$ cat src/rtl/bram_arbiter_if.sv
// bram_arbiter_if: requester and BRAM port bundle for bram_arbiter; lock exists only with BRAM_ARB_LOCK_EN
interface bram_arbiter_if #(
  parameter int N_REQ = 3,
  parameter int AW = 32,
  parameter int DW = 32
);
  logic [N_REQ-1:0]    req;
  logic [N_REQ-1:0]    we;
  logic [N_REQ*AW-1:0] addr;
  logic [N_REQ*DW-1:0] wdata;
`ifdef BRAM_ARB_LOCK_EN
  logic [N_REQ-1:0]    lock;
`endif
  logic [N_REQ-1:0]    gnt;
  logic [N_REQ-1:0]    rvalid;
  logic [DW-1:0]       rdata;
  logic                bram_en;
  logic [3:0]          bram_wen;
  logic [AW-1:0]       bram_addr;
  logic [DW-1:0]       bram_din;
  logic [DW-1:0]       bram_dout;
  modport slave (
    input  req, we, addr, wdata, bram_dout,
`ifdef BRAM_ARB_LOCK_EN
    input  lock,
`endif
    output gnt, rvalid, rdata, bram_en, bram_wen, bram_addr, bram_din
  );
  modport master (
    output req, we, addr, wdata, bram_dout,
`ifdef BRAM_ARB_LOCK_EN
    output lock,
`endif
    input  gnt, rvalid, rdata, bram_en, bram_wen, bram_addr, bram_din
  );
endinterface

$ cat src/rtl/bram_arbiter.sv
// bram_arbiter: round-robin arbiter sharing one single-port BRAM; BRAM_ARB_LOCK_EN adds burst lock
module bram_arbiter #(
  parameter int N_REQ = 3,
  parameter int AW = 32,
  parameter int DW = 32
) (
  input logic           clk,
  input logic           rst,
  bram_arbiter_if.slave bus
);
  localparam int PW = $clog2(N_REQ);
  logic             w_hit;
  logic [PW-1:0]    w_g;
  logic [PW-1:0]    w_next;
  logic [PW:0]      w_idx;
  logic [PW-1:0]    r_rr_ptr;
  logic [N_REQ-1:0] r_rd_pend;
`ifdef BRAM_ARB_LOCK_EN
  typedef enum logic {IDLE, LOCKED} state_t;
  state_t           r_state;
  logic [PW-1:0]    r_owner;
  logic             w_lock;
  assign w_lock = bus.lock[w_g];
`endif
  // Winner: first requester at or after rr_ptr (reverse scan so the nearest overwrites); a lock owner overrides
  always_comb begin
    w_hit = 1'b0;
    w_g = '0;
    w_idx = '0;
    for (int k = N_REQ - 1; k >= 0; k--) begin
      w_idx = {1'b0, r_rr_ptr} + (PW+1)'(k);
      w_idx = (w_idx >= (PW+1)'(N_REQ)) ? w_idx - (PW+1)'(N_REQ) : w_idx;
      if (bus.req[w_idx[PW-1:0]]) begin
        w_hit = 1'b1;
        w_g = w_idx[PW-1:0];
      end
    end
`ifdef BRAM_ARB_LOCK_EN
    if (r_state == LOCKED) begin
      w_hit = bus.req[r_owner];
      w_g = r_owner;
    end
`endif
    w_hit = w_hit & rst;
  end
  assign w_next = (w_g == PW'(N_REQ - 1)) ? '0 : w_g + 1'b1;
  // Steer the winner onto the BRAM port; everything idles at zero without a grant
  always_comb begin
    bus.gnt = '0;
    bus.bram_en = 1'b0;
    bus.bram_wen = 4'b0000;
    bus.bram_addr = '0;
    bus.bram_din = '0;
    if (w_hit) begin
      bus.gnt[w_g] = 1'b1;
      bus.bram_en = 1'b1;
      bus.bram_wen = {4{bus.we[w_g]}};
      bus.bram_addr = bus.addr[w_g*AW +: AW];
      bus.bram_din = bus.wdata[w_g*DW +: DW];
    end
  end
  assign bus.rvalid = rst ? r_rd_pend : '0;
  assign bus.rdata = bus.bram_dout;
  // Round-robin pointer, in-flight read tag and lock ownership
  always_ff @(posedge clk) begin
    if (!rst) begin
      r_rr_ptr <= '0;
      r_rd_pend <= '0;
`ifdef BRAM_ARB_LOCK_EN
      r_state <= IDLE;
      r_owner <= '0;
`endif
    end else begin
      r_rd_pend <= (w_hit && !bus.we[w_g]) ? N_REQ'(1) << w_g : '0;
`ifdef BRAM_ARB_LOCK_EN
      if (w_hit) begin
        if (r_state == IDLE || !w_lock) r_rr_ptr <= w_next;
        r_state <= w_lock ? LOCKED : IDLE;
        r_owner <= w_g;
      end
`else
      if (w_hit) r_rr_ptr <= w_next;
`endif
    end
  end
endmodule

$ cat src/flat_wrapper.sv
// flat-port wrapper written by rule: the top's interface ports become plain ports
module bram_arbiter_flat 
#(
  parameter int N_REQ = 3,
  parameter int AW = 32,
  parameter int DW = 32
)
  (clk, rst, bus_req, bus_we, bus_addr, bus_wdata, bus_bram_dout, bus_gnt, bus_rvalid, bus_rdata, bus_bram_en, bus_bram_wen, bus_bram_addr, bus_bram_din);
  bram_arbiter_if #(.N_REQ(N_REQ), .AW(AW), .DW(DW)) bus_i ();
  input logic clk;
  input logic rst;
  input wire logic [$bits(bus_i.req)-1:0] bus_req;
  input wire logic [$bits(bus_i.we)-1:0] bus_we;
  input wire logic [$bits(bus_i.addr)-1:0] bus_addr;
  input wire logic [$bits(bus_i.wdata)-1:0] bus_wdata;
  input wire logic [$bits(bus_i.bram_dout)-1:0] bus_bram_dout;
  output wire logic [$bits(bus_i.gnt)-1:0] bus_gnt;
  output wire logic [$bits(bus_i.rvalid)-1:0] bus_rvalid;
  output wire logic [$bits(bus_i.rdata)-1:0] bus_rdata;
  output wire logic [$bits(bus_i.bram_en)-1:0] bus_bram_en;
  output wire logic [$bits(bus_i.bram_wen)-1:0] bus_bram_wen;
  output wire logic [$bits(bus_i.bram_addr)-1:0] bus_bram_addr;
  output wire logic [$bits(bus_i.bram_din)-1:0] bus_bram_din;
  assign bus_i.req = bus_req;
  assign bus_i.we = bus_we;
  assign bus_i.addr = bus_addr;
  assign bus_i.wdata = bus_wdata;
  assign bus_i.bram_dout = bus_bram_dout;
  assign bus_gnt = bus_i.gnt;
  assign bus_rvalid = bus_i.rvalid;
  assign bus_rdata = bus_i.rdata;
  assign bus_bram_en = bus_i.bram_en;
  assign bus_bram_wen = bus_i.bram_wen;
  assign bus_bram_addr = bus_i.bram_addr;
  assign bus_bram_din = bus_i.bram_din;
  bram_arbiter #(.N_REQ(N_REQ), .AW(AW), .DW(DW)) u_core (.clk(clk), .rst(rst), .bus(bus_i));
endmodule
$ cat config.mk
export PLATFORM = sky130hd
export DESIGN_NAME = bram_arbiter_flat
export DESIGN_NICKNAME = d
export VERILOG_FILES = /design/src/rtl/bram_arbiter_if.sv /design/src/rtl/bram_arbiter.sv /design/src/flat_wrapper.sv
export SDC_FILE = /design/constraint.sdc
export NUM_CORES = 1
export LEC_CHECK = 0
export CAP_MARGIN = 0
export CORE_AREA = 2 2 133 135
export DETAILED_ROUTE_END_ITERATION = 10
export DIE_AREA = 0 0 135 137
export PLACE_DENSITY_LB_ADDON = 0.12
export SETUP_SLACK_MARGIN = 0.02
export SYNTH_ARGS = -nofsm -noshare
export SYNTH_HDL_FRONTEND = slang
export SYNTH_SLANG_ARGS = --single-unit
$ cat constraint.sdc
create_clock -name clk -period 3.45 [get_ports clk]
set_input_delay 0.5175 -clock clk [delete_from_list [all_inputs] [get_ports clk]]
set_output_delay 0.5175 -clock clk [all_outputs]
set_load 0.01 [all_outputs]
# Word-level counts from Yosys, hierarchy flattened
# Cells that the tools add are included.
dict set report op_classes {
  addsub 6
  order_cmp 8
  shift 3
  n_mux 26
  n_eq_ne 1
  bitwise_logic 1
  reduce_logical 4
  mul 0
  div_mod_pow 0
}
# op n
set op_table {}
lappend op_table {{variable part select 96 x 8 -> 32 bit} 2}
lappend op_table {{two-way mux 32 bit} 2}
lappend op_table {{two-way mux 2 bit} 7}
lappend op_table {{less-than comparator 2 x 3 -> 1 bit, second input constant} 4}
lappend op_table {{two-way mux 1 bit} 9}
lappend op_table {{binary-select mux 1 bit (select 2 bit)} 4}
lappend op_table {{greater-or-equal comparator 3 x 2 -> 1 bit, second input constant} 2}
lappend op_table {{two-way mux 3 bit} 2}
lappend op_table {{subtractor 2 bit, second input constant} 3}
lappend op_table {{two-way mux 4 bit} 1}
lappend op_table {{adder 2 x 1 -> 3 bit, second input constant} 1}
lappend op_table {{adder 2 x 2 -> 3 bit, second input constant} 1}
lappend op_table {{<< shifter 1 x 2 -> 3 bit, first input constant} 1}
lappend op_table {{adder 2 x 1 -> 2 bit, second input constant} 1}
lappend op_table {{demux 1 bit (select 2 bit)} 1}
lappend op_table {{== test 2 bit, second input constant} 1}
lappend op_table {{greater-or-equal comparator 2 x 1 -> 1 bit, second input constant} 1}
lappend op_table {{greater-or-equal comparator 2 bit, second input constant} 1}
lappend op_table {{logical AND 1 bit} 2}
lappend op_table {{AND reduction 2 bit} 1}
lappend op_table {{AND 1 bit} 1}
lappend op_table {{logical NOT 1 bit} 1}
dict set report totals {
  latch_bits 0
  in_bits 232
  ramBits 0
  memories 0
  rom_bits 0
  out_inout_bits 107
  register_bits 5
  word_cells 51
}

# Depth between registers and ports, before layout
# Gate-level depths: netlist (run 1).
dict set report logic_depth {
  depth_word 13
  mapped_depth 10
  ltp_nobuf 7
}

# Least setup slack after synthesis (run 1)
# No wires, ideal clock.
dict set report synth_timing {
  path_kind {register to output}
  start {register u_core.r_rr_ptr[0]}
  end {output bus_bram_wen[1]}
  t_arrival_ns 2.219
  path_buffers 3
  required_time_ns 2.932
  path_slack_ns 0.714
  stages_incl_launch_ff 11
  path_cell_list {dfxtp_1 -> inv_1 -> ha_1 -> buf_4 -> mux2i_1 -> o21a_1 -> a32o_1 -> nor4b_4 -> buf_4 -> o2bb2ai_1 -> buf_4}
}
dict set report synth_via {
  elab_chain_cells 11
  elab_cells_between_ends 27
  cone_classes {add/sub (5); order compare (3); mux (18); bitwise (1)}
}
# element line_no
set synth_lines {}
lappend synth_lines {{start, declared} bram_arbiter.sv:16} ;# logic [PW-1:0] r_rr_ptr;
lappend synth_lines {{start signal, assigned} bram_arbiter.sv:82} ;# if (w_hit) r_rr_ptr <= w_next;
lappend synth_lines {{adder 2 x 2 -> 3 bit} bram_arbiter.sv:31} ;# w_idx = {1'b0, r_rr_ptr} + (PW+1)'(k);
lappend synth_lines {{greater-or-equal comparator 3 x 2 -> 1 bit or subtractor 2 bit (tied branches)} bram_arbiter.sv:32} ;# w_idx = (w_idx >= (PW+1)'(N_REQ)) ? w_idx - (PW+1)'(N_REQ) : w_idx;
lappend synth_lines {{two-way mux 2 bit} bram_arbiter.sv:32}
lappend synth_lines {{binary-select mux 1 bit (select 2 bit)} bram_arbiter.sv:33} ;# if (bus.req[w_idx[PW-1:0]]) begin
lappend synth_lines {{two-way mux 1 bit (implied by the code)} bram_arbiter.sv:33}
lappend synth_lines {{two-way mux 2 bit (3 in a row)} bram_arbiter.sv:33}
lappend synth_lines {{binary-select mux 1 bit (select 2 bit)} bram_arbiter.sv:57} ;# bus.bram_wen = {4{bus.we[w_g]}};
lappend synth_lines {{two-way mux 1 bit (implied by the code)} bram_arbiter.sv:57}
lappend synth_lines {{two-way mux 4 bit (*)} bram_arbiter.sv:54} ;# if (w_hit) begin
lappend synth_lines {{end, declared} flat_wrapper.sv:21} ;# output wire logic [$bits(bus_i.bram_wen)-1:0] bus_bram_wen;
# Mark *: on every way between the ends. The rest lies on a longest branch, timed or not. The select of a mux whose other input is x is not followed.

# Worst setup path after layout (run 1)
dict set report layout_timing {
  start {register u_core.r_rr_ptr[0]}
  end {output bus_bram_din[30]}
}
dict set report layout_via {
  elab_chain_cells 10
  elab_cells_between_ends 26
  cone_classes {add/sub (5); order compare (3); shift (1); mux (16); bitwise (1)}
}
# element line_no
set layout_lines {}
lappend layout_lines {{adder 2 x 2 -> 3 bit} bram_arbiter.sv:31}
lappend layout_lines {{greater-or-equal comparator 3 x 2 -> 1 bit or subtractor 2 bit (tied branches)} bram_arbiter.sv:32}
lappend layout_lines {{two-way mux 2 bit} bram_arbiter.sv:32}
lappend layout_lines {{binary-select mux 1 bit (select 2 bit)} bram_arbiter.sv:33}
lappend layout_lines {{two-way mux 1 bit (implied by the code)} bram_arbiter.sv:33}
lappend layout_lines {{two-way mux 2 bit or two-way mux 1 bit (tied branches) (3 in a row)} bram_arbiter.sv:33}
lappend layout_lines {{variable part select 96 x 8 -> 32 bit or AND 1 bit (tied branches)} {bram_arbiter.sv:59, bram_arbiter.sv:44}}
lappend layout_lines {{two-way mux 32 bit (*)} bram_arbiter.sv:54}
lappend layout_lines {{end, declared} flat_wrapper.sv:23} ;# output wire logic [$bits(bus_i.bram_din)-1:0] bus_bram_din;
# Marks and branches as above.

==> flow_summary.ini, run 1 <==
[run_status]
status = complete, no violations

[final_layout]
fin_nets = 736
fin_util_pct = 31.2
final_cells = 725
insertedDiodeCount = 0
ff_latch_area_um2 = 103
layout-drive-gt1-share_pct = 10.8
syn2layout_area_growth_pct = 160
multi_input_area_um2 = 1610
num-fill-cells = 1855

[timing]
clock-skew-final_ns = 0.00233
fmax_ghz = 0.304
finalSetupViolations = 0
finalHoldViolCount = 0
relSlewSlack_pct = 70.7
period_needed_ns = 3.29
rsz0062_at_grt = false
period_share_pct = 95.5
drv_slew = 0
worst_slew_pin_slew_ns = 0.437
setup_tns_ns = 0

[synthesis]
synthFlopType = dfxtp_1
synth.most_common_cell = mux2i_1
synth_area_leader_cell = mux2i_1
synth_commonest_cells = mux2i_1, o2bb2ai_1, buf_4, buf_2
synthDistinctLibCells = 29
synth_area_leaders = mux2i_1, o2bb2ai_1, buf_4, dfxtp_1, buf_2
syn_area_um2 = 2050
synthArstFlopShare_pct = 0
yosysSeqAreaShare_pct = 4.89
avgSynthCellArea_um2 = 8.56
synth_nets = 474
synth_seq_cells = 5
yosysTopAreaCellShare_pct = 32.8
synth_edf_count = 0
netlist_instances = 239
yosysWarnings = 0

[grt]
grt_use_total_pct = 12.3
grt-ovfl-total = 0
grt_pass1_wl_um = 17600
grt_antenna_before_repair = 0
grt_max_degree = 30
grt_pass1_vias = 3082

[setup_path]
arrival_ns = 2.78
worstSetupStartpointType = flip-flop
regToRegStartpoint = u_core.r_rr_ptr[0]$_SDFFE_PN0P_
r2r-end = u_core.r_rr_ptr[0]$_SDFFE_PN0P_
worstSetupEndpointType = output pin
worstPathRequired_ns = 2.93
r2r_cells = 10
r2r_slack_ns = 1.26
critical_path_class = flip-flop to output pin
cp_max_fo = 11

[detailed_routing]
wl_um = 12500
drt_first_pass_iters = 4
dr_total_vias = 2859
vias_per_cell = 3.94
drcViolationCount = 0
post_drt_wl_per_cell_um = 17.3
drt_iter0_drc = 46
ant_nets = 0

[placement]
place_hpwl_um = 10700
dp.cells = 715
gp_congestion = 0.761
portBuffers = 274

[power]
p_int_uw = 1840
p_clk_share_pct = 5.9
ir_worst_vdd_mv = 0.201
seq_power_share_pct = 2.8
power_switching_uw = 1340
p_comb_share_pct = 91.3
p_sw_share_pct = 42.2
p_leak_uw = 0.00281
power_density_nw_per_um2 = 598

[clock_tree]
tritoncts = done
clk_latency_ns = 0.22
ctsHoldBuffers = 0
cts_buffers = 3
cts_num_sinks = 5
htreeDepth = 1
cts_root_buf = clkbuf_16
ctsLongestPathBuffers = 2
path_clk_slew_ns = 0.03

[floorplan]
die_area_um2 = 18500
start_util_pct = 12.0
ios = 339
die_x_um = 135
fp.coreArea_um2 = 17100
num_rows = 48
die_y_um = 137

[worst_hold_path]
worst_hold_path.num_cells = 2
min_to = u_core.r_rr_ptr[1]$_SDFFE_PN0P_
hp-start = u_core.r_rr_ptr[1]$_SDFFE_PN0P_
min_path_type = flip-flop to flip-flop

[job]
max_cap_viol_count = 0
## per-stage QoR
step           setup WS (ns)  power, µW  cell area, µm²  hold WS (ns)
3_5_place_dp          -0.152       3110            5090         0.495
4_1_cts               0.0378       3280            5210         0.511
3_3_place_gp          -0.122       3130            5090         0.485
2_1_floorplan          0.714       1490            2050         0.458
5_1_grt               0.0260       3420            5330         0.540
6_report               0.156       3180            5330         0.505
## flip-flops by register name, indices dropped and copies added, names as in the netlist
name,flops
u_core.r_rr_ptr,2
u_core.r_rd_pend,3
## cell families (layout without fill, tap and decap cells)
logic type / Yosys count / after routing / share of synthesized area, %
buffers and inverters: 60 / 321 / 19.3
adders and majority gates: 3 / 3 / 1.83
AOI/OAI and AO/OA: 82 / 82 / 34.5
muxes: 67 / 67 / 32.8
and+or+nand+nor: 22 / 22 / 6.79
DFF: 5 / 5 / 4.89
## worst max-delay path, stage by stage, from the launching register on
cell	delay, ns
dfxtp_2	0.36
inv_1	0.10
ha_4	0.29
o21ai_0	0.11
a21o_1	0.22
buf_4	0.14
a32oi_4	0.20
buf_4	0.20
buf_12	0.15
mux2i_1	0.08
o2bb2ai_1	0.14
clkdlybuf4s50_1	0.57
## repair_timing
action	4_1_cts	5_1_grt
pin swaps	2	0
endpoints found under the hold margin	0	0
resized for setup	41	41
setup endpoints to repair	71	39
buffers inserted	6	0
## worst max-delay path by stage
stage                                          from                end
floorplan           u_core.r_rr_ptr[0]$_SDFFE_PN0P_    bus_bram_wen[1]
global placement                         bus_req[2]   bus_bram_addr[2]
detailed placement                       bus_req[0]   bus_bram_din[15]
CTS                 u_core.r_rr_ptr[1]$_SDFFE_PN0P_  bus_bram_addr[25]
global route        u_core.r_rr_ptr[0]$_SDFFE_PN0P_   bus_bram_din[30]
finish              u_core.r_rr_ptr[0]$_SDFFE_PN0P_   bus_bram_din[30]
## placed cells by master (no fill, tap or decap), types with 2 or more instances in the layout
| master | instances |
|---|---|
| buf_12 | 11 |
| o21ai_0 | 4 |
| buf_6 | 2 |
| clkbuf_16 | 3 |
| nand2b_1 | 2 |
| nor3_1 | 2 |
| nand2_1 | 5 |
| o211ai_1 | 3 |
| o2bb2ai_1 | 65 |
| dfxtp_1 | 3 |
| mux2i_1 | 67 |
| a21boi_0 | 2 |
| buf_4 | 28 |
| dlymetal6s2s_1 | 38 |
| and2_1 | 4 |
| dlygate4sd2_1 | 33 |
| clkdlybuf4s50_1 | 203 |
| ha_4 | 2 |
| dfxtp_2 | 2 |
| nor2_1 | 2 |
| inv_1 | 2 |
## power by group through the flow
stage               logic (µW)  registers [µW]  clock network, µW
CTS                       3010            85.5                193
global placement          3040            83.4                  0
global route              3130            92.2                199
floorplan                 1410            81.4                  0
detailed placement        3030            84.4                  0
finish                    2910            89.9                188
## area by class of cell
cell class | count | share of cell area, %
inverter | 2 | 0.141
tap | 225 | 5.29
timing repair buffer | 315 | 61.0
clock buffer | 4 | 1.48
multi-input combinational | 174 | 30.2
sequential | 5 | 1.93
## routing by layer
metal / GRT usage, % / up-vias / part of all wire (%)
met5: 0 / - / 0
met2: 24.7 / 114 / 57
met1: 13.1 / 1308 / 36
met4: 1.68 / 0 / 0.95
li1: - / 1425 / -
met3: 2.89 / 12 / 6.3
(Power assumes the default switching activity.)
==> run 2: changes to the inputs <==
- RECOVER_POWER: unset -> 25
- REMOVE_ABC_BUFFERS: unset -> 1
==> flow_summary.ini, run 2 (synthesized netlist as in run 1, its figures left out) <==
[detailed_routing]
vias_per_cell = 4.07
dr_total_vias = 2961
wl_um = 12900
drcViolationCount = 0
post_drt_wl_per_cell_um = 17.7
drt_first_pass_iters = 4
ant_nets = 0
drt_iter0_drc = 73

[floorplan]
fp.coreArea_um2 = 17100
start_util_pct = 12.0
num_rows = 48
ios = 339
die_y_um = 137
die_x_um = 135
die_area_um2 = 18500

[grt]
grt_max_degree = 34
grt-ovfl-total = 0
grt_use_total_pct = 12.2
grt_pass1_vias = 2969
grt_pass1_wl_um = 17200
grt_antenna_before_repair = 0

[timing]
timing.hold.ws_ns = 0.475
clock-skew-final_ns = 0.00295
period_needed_ns = 3.36
setup_tns_ns = 0
finalSetupViolations = 0
worst_slew_pin_slew_ns = 0.320
drv_slew = 0
fmax_ghz = 0.298
period_share_pct = 97.3
relSlewSlack_pct = 78.4
finalHoldViolCount = 0
rsz0062_at_grt = false

[setup_path]
worstSetupEndpointType = output pin
worstPathRequired_ns = 2.93
critical_path_class = primary input to output pin
critPathCapture = bus_gnt[2]
regToRegStartpoint = u_core.r_rr_ptr[1]$_SDFFE_PN0P_
cp_max_fo = 10
crit_start = bus_req[1]
arrival_ns = 2.84
r2r_slack_ns = 1.22
worstSetupStartpointType = primary input
r2r-end = u_core.r_rr_ptr[0]$_SDFFE_PN0P_
r2r_cells = 11

[power]
ir_worst_vdd_mv = 0.200
power_switching_uw = 1320
p_sw_share_pct = 42.7
p_clk_share_pct = 6.2
p_leak_uw = 0.00238
power_density_nw_per_um2 = 595
seq_power_share_pct = 2.8
p_comb_share_pct = 91.1
p_int_uw = 1770

[clock_tree]
cts_num_sinks = 5
ctsHoldBuffers = 0
ctsLongestPathBuffers = 2
clk_latency_ns = 0.23
cts_root_buf = clkbuf_16
tritoncts = done
path_clk_slew_ns = 0.03
htreeDepth = 1
cts_buffers = 3

[final_layout]
largest_reg_flops = 3
num-fill-cells = 1872
top_register = u_core.r_rd_pend
final_common_cell = clkdlybuf4s50_1
final_cell_mix = clkdlybuf4s50_1, dlygate4sd2_1, mux2i_1, o2bb2ai_1, buf_4
layout-drive-gt1-share_pct = 11.1
insertedDiodeCount = 0
fin_nets = 739
largestRegisters = u_core.r_rd_pend (3), u_core.r_rr_ptr (2)
syn2layout_area_growth_pct = 153

[placement]
place_hpwl_um = 11100
portBuffers = 274
gp_congestion = 0.778

[job]
max_cap_viol_count = 0

[run_status]
status = complete, no violations

[worst_hold_path]
min_path_type = flip-flop to flip-flop
## run 2: critical path, cell delays in order
cell and delay, ns:
clkdlybuf4s50_1 0.53, nand3b_1 0.10, o21a_1 0.16, a32o_1 0.30, nor4b_4 0.37, buf_6 0.19
buf_12 0.13, clkdlybuf4s50_1 0.53
## run 2: final cells by class
type	instances	area, µm²	area share (%)
inverter	2	7.51	0.145
multi-input combinational	174	1600	30.8
tap	225	282	5.43
timing repair buffer	318	3120	60.2
clock buffer	4	78.8	1.52
sequential	5	101	1.95
## run 2: timing repair
action | CTS | global route
gates resized for setup | 72 | 6
pin swaps | 0 | 3
endpoints found under the setup margin | 70 | 4
endpoints found under the hold margin | 0 | 0
buffers inserted | 1 | 1
## run 2: power by group through the flow
stage               logic (µW)  registers (µW)  clock network, µW
global route              3020            88.9                201
finish                    2810            85.9                190
CTS                       2840            83.4                196
floorplan                 1380            81.4                  0
global placement          3100            83.2                  0
detailed placement        3080            84.3                  0
## run 2: metal layers
metal / global-route usage (%) / part of all wire [%]
met5: 2.78 / 0.40
met4: 0.694 / 0.047
met3: 6.15 / 12
met2: 21.1 / 49
met1: 14.0 / 39
## run 2: worst min-delay path by stage
stage                                    start                              end  slack (ns)  cells after the start
3_3_place_gp   u_core.r_rr_ptr[0]$_SDFFE_PN0P_  u_core.r_rr_ptr[0]$_SDFFE_PN0P_        0.49                      2
3_5_place_dp   u_core.r_rr_ptr[0]$_SDFFE_PN0P_  u_core.r_rr_ptr[0]$_SDFFE_PN0P_        0.49                      2
4_1_cts        u_core.r_rr_ptr[0]$_SDFFE_PN0P_  u_core.r_rr_ptr[0]$_SDFFE_PN0P_        0.49                      2
6_report       u_core.r_rr_ptr[0]$_SDFFE_PN0P_  u_core.r_rr_ptr[0]$_SDFFE_PN0P_        0.47                      2
2_1_floorplan  u_core.r_rr_ptr[0]$_SDFFE_PN0P_  u_core.r_rr_ptr[0]$_SDFFE_PN0P_        0.46                      2
5_1_grt        u_core.r_rr_ptr[0]$_SDFFE_PN0P_  u_core.r_rr_ptr[0]$_SDFFE_PN0P_        0.50                      2
## run 2: per-stage QoR
step / instance area [µm²] / instances / utilization (%) / setup WS, ns / total power (µW)
6_report: 5190 / 728 / 30.4 / 0.0937 / 3090
3_5_place_dp: 5140 / 722 / 30.2 / -0.178 / 3160
5_1_grt: 5190 / 728 / 30.4 / 0.0354 / 3310
3_3_place_gp: 5140 / 722 / 30.2 / -0.139 / 3180
2_1_floorplan: 1660 / 181 / - / -1.53 / 1460
4_1_cts: 5160 / 727 / 30.2 / 0.0505 / 3120
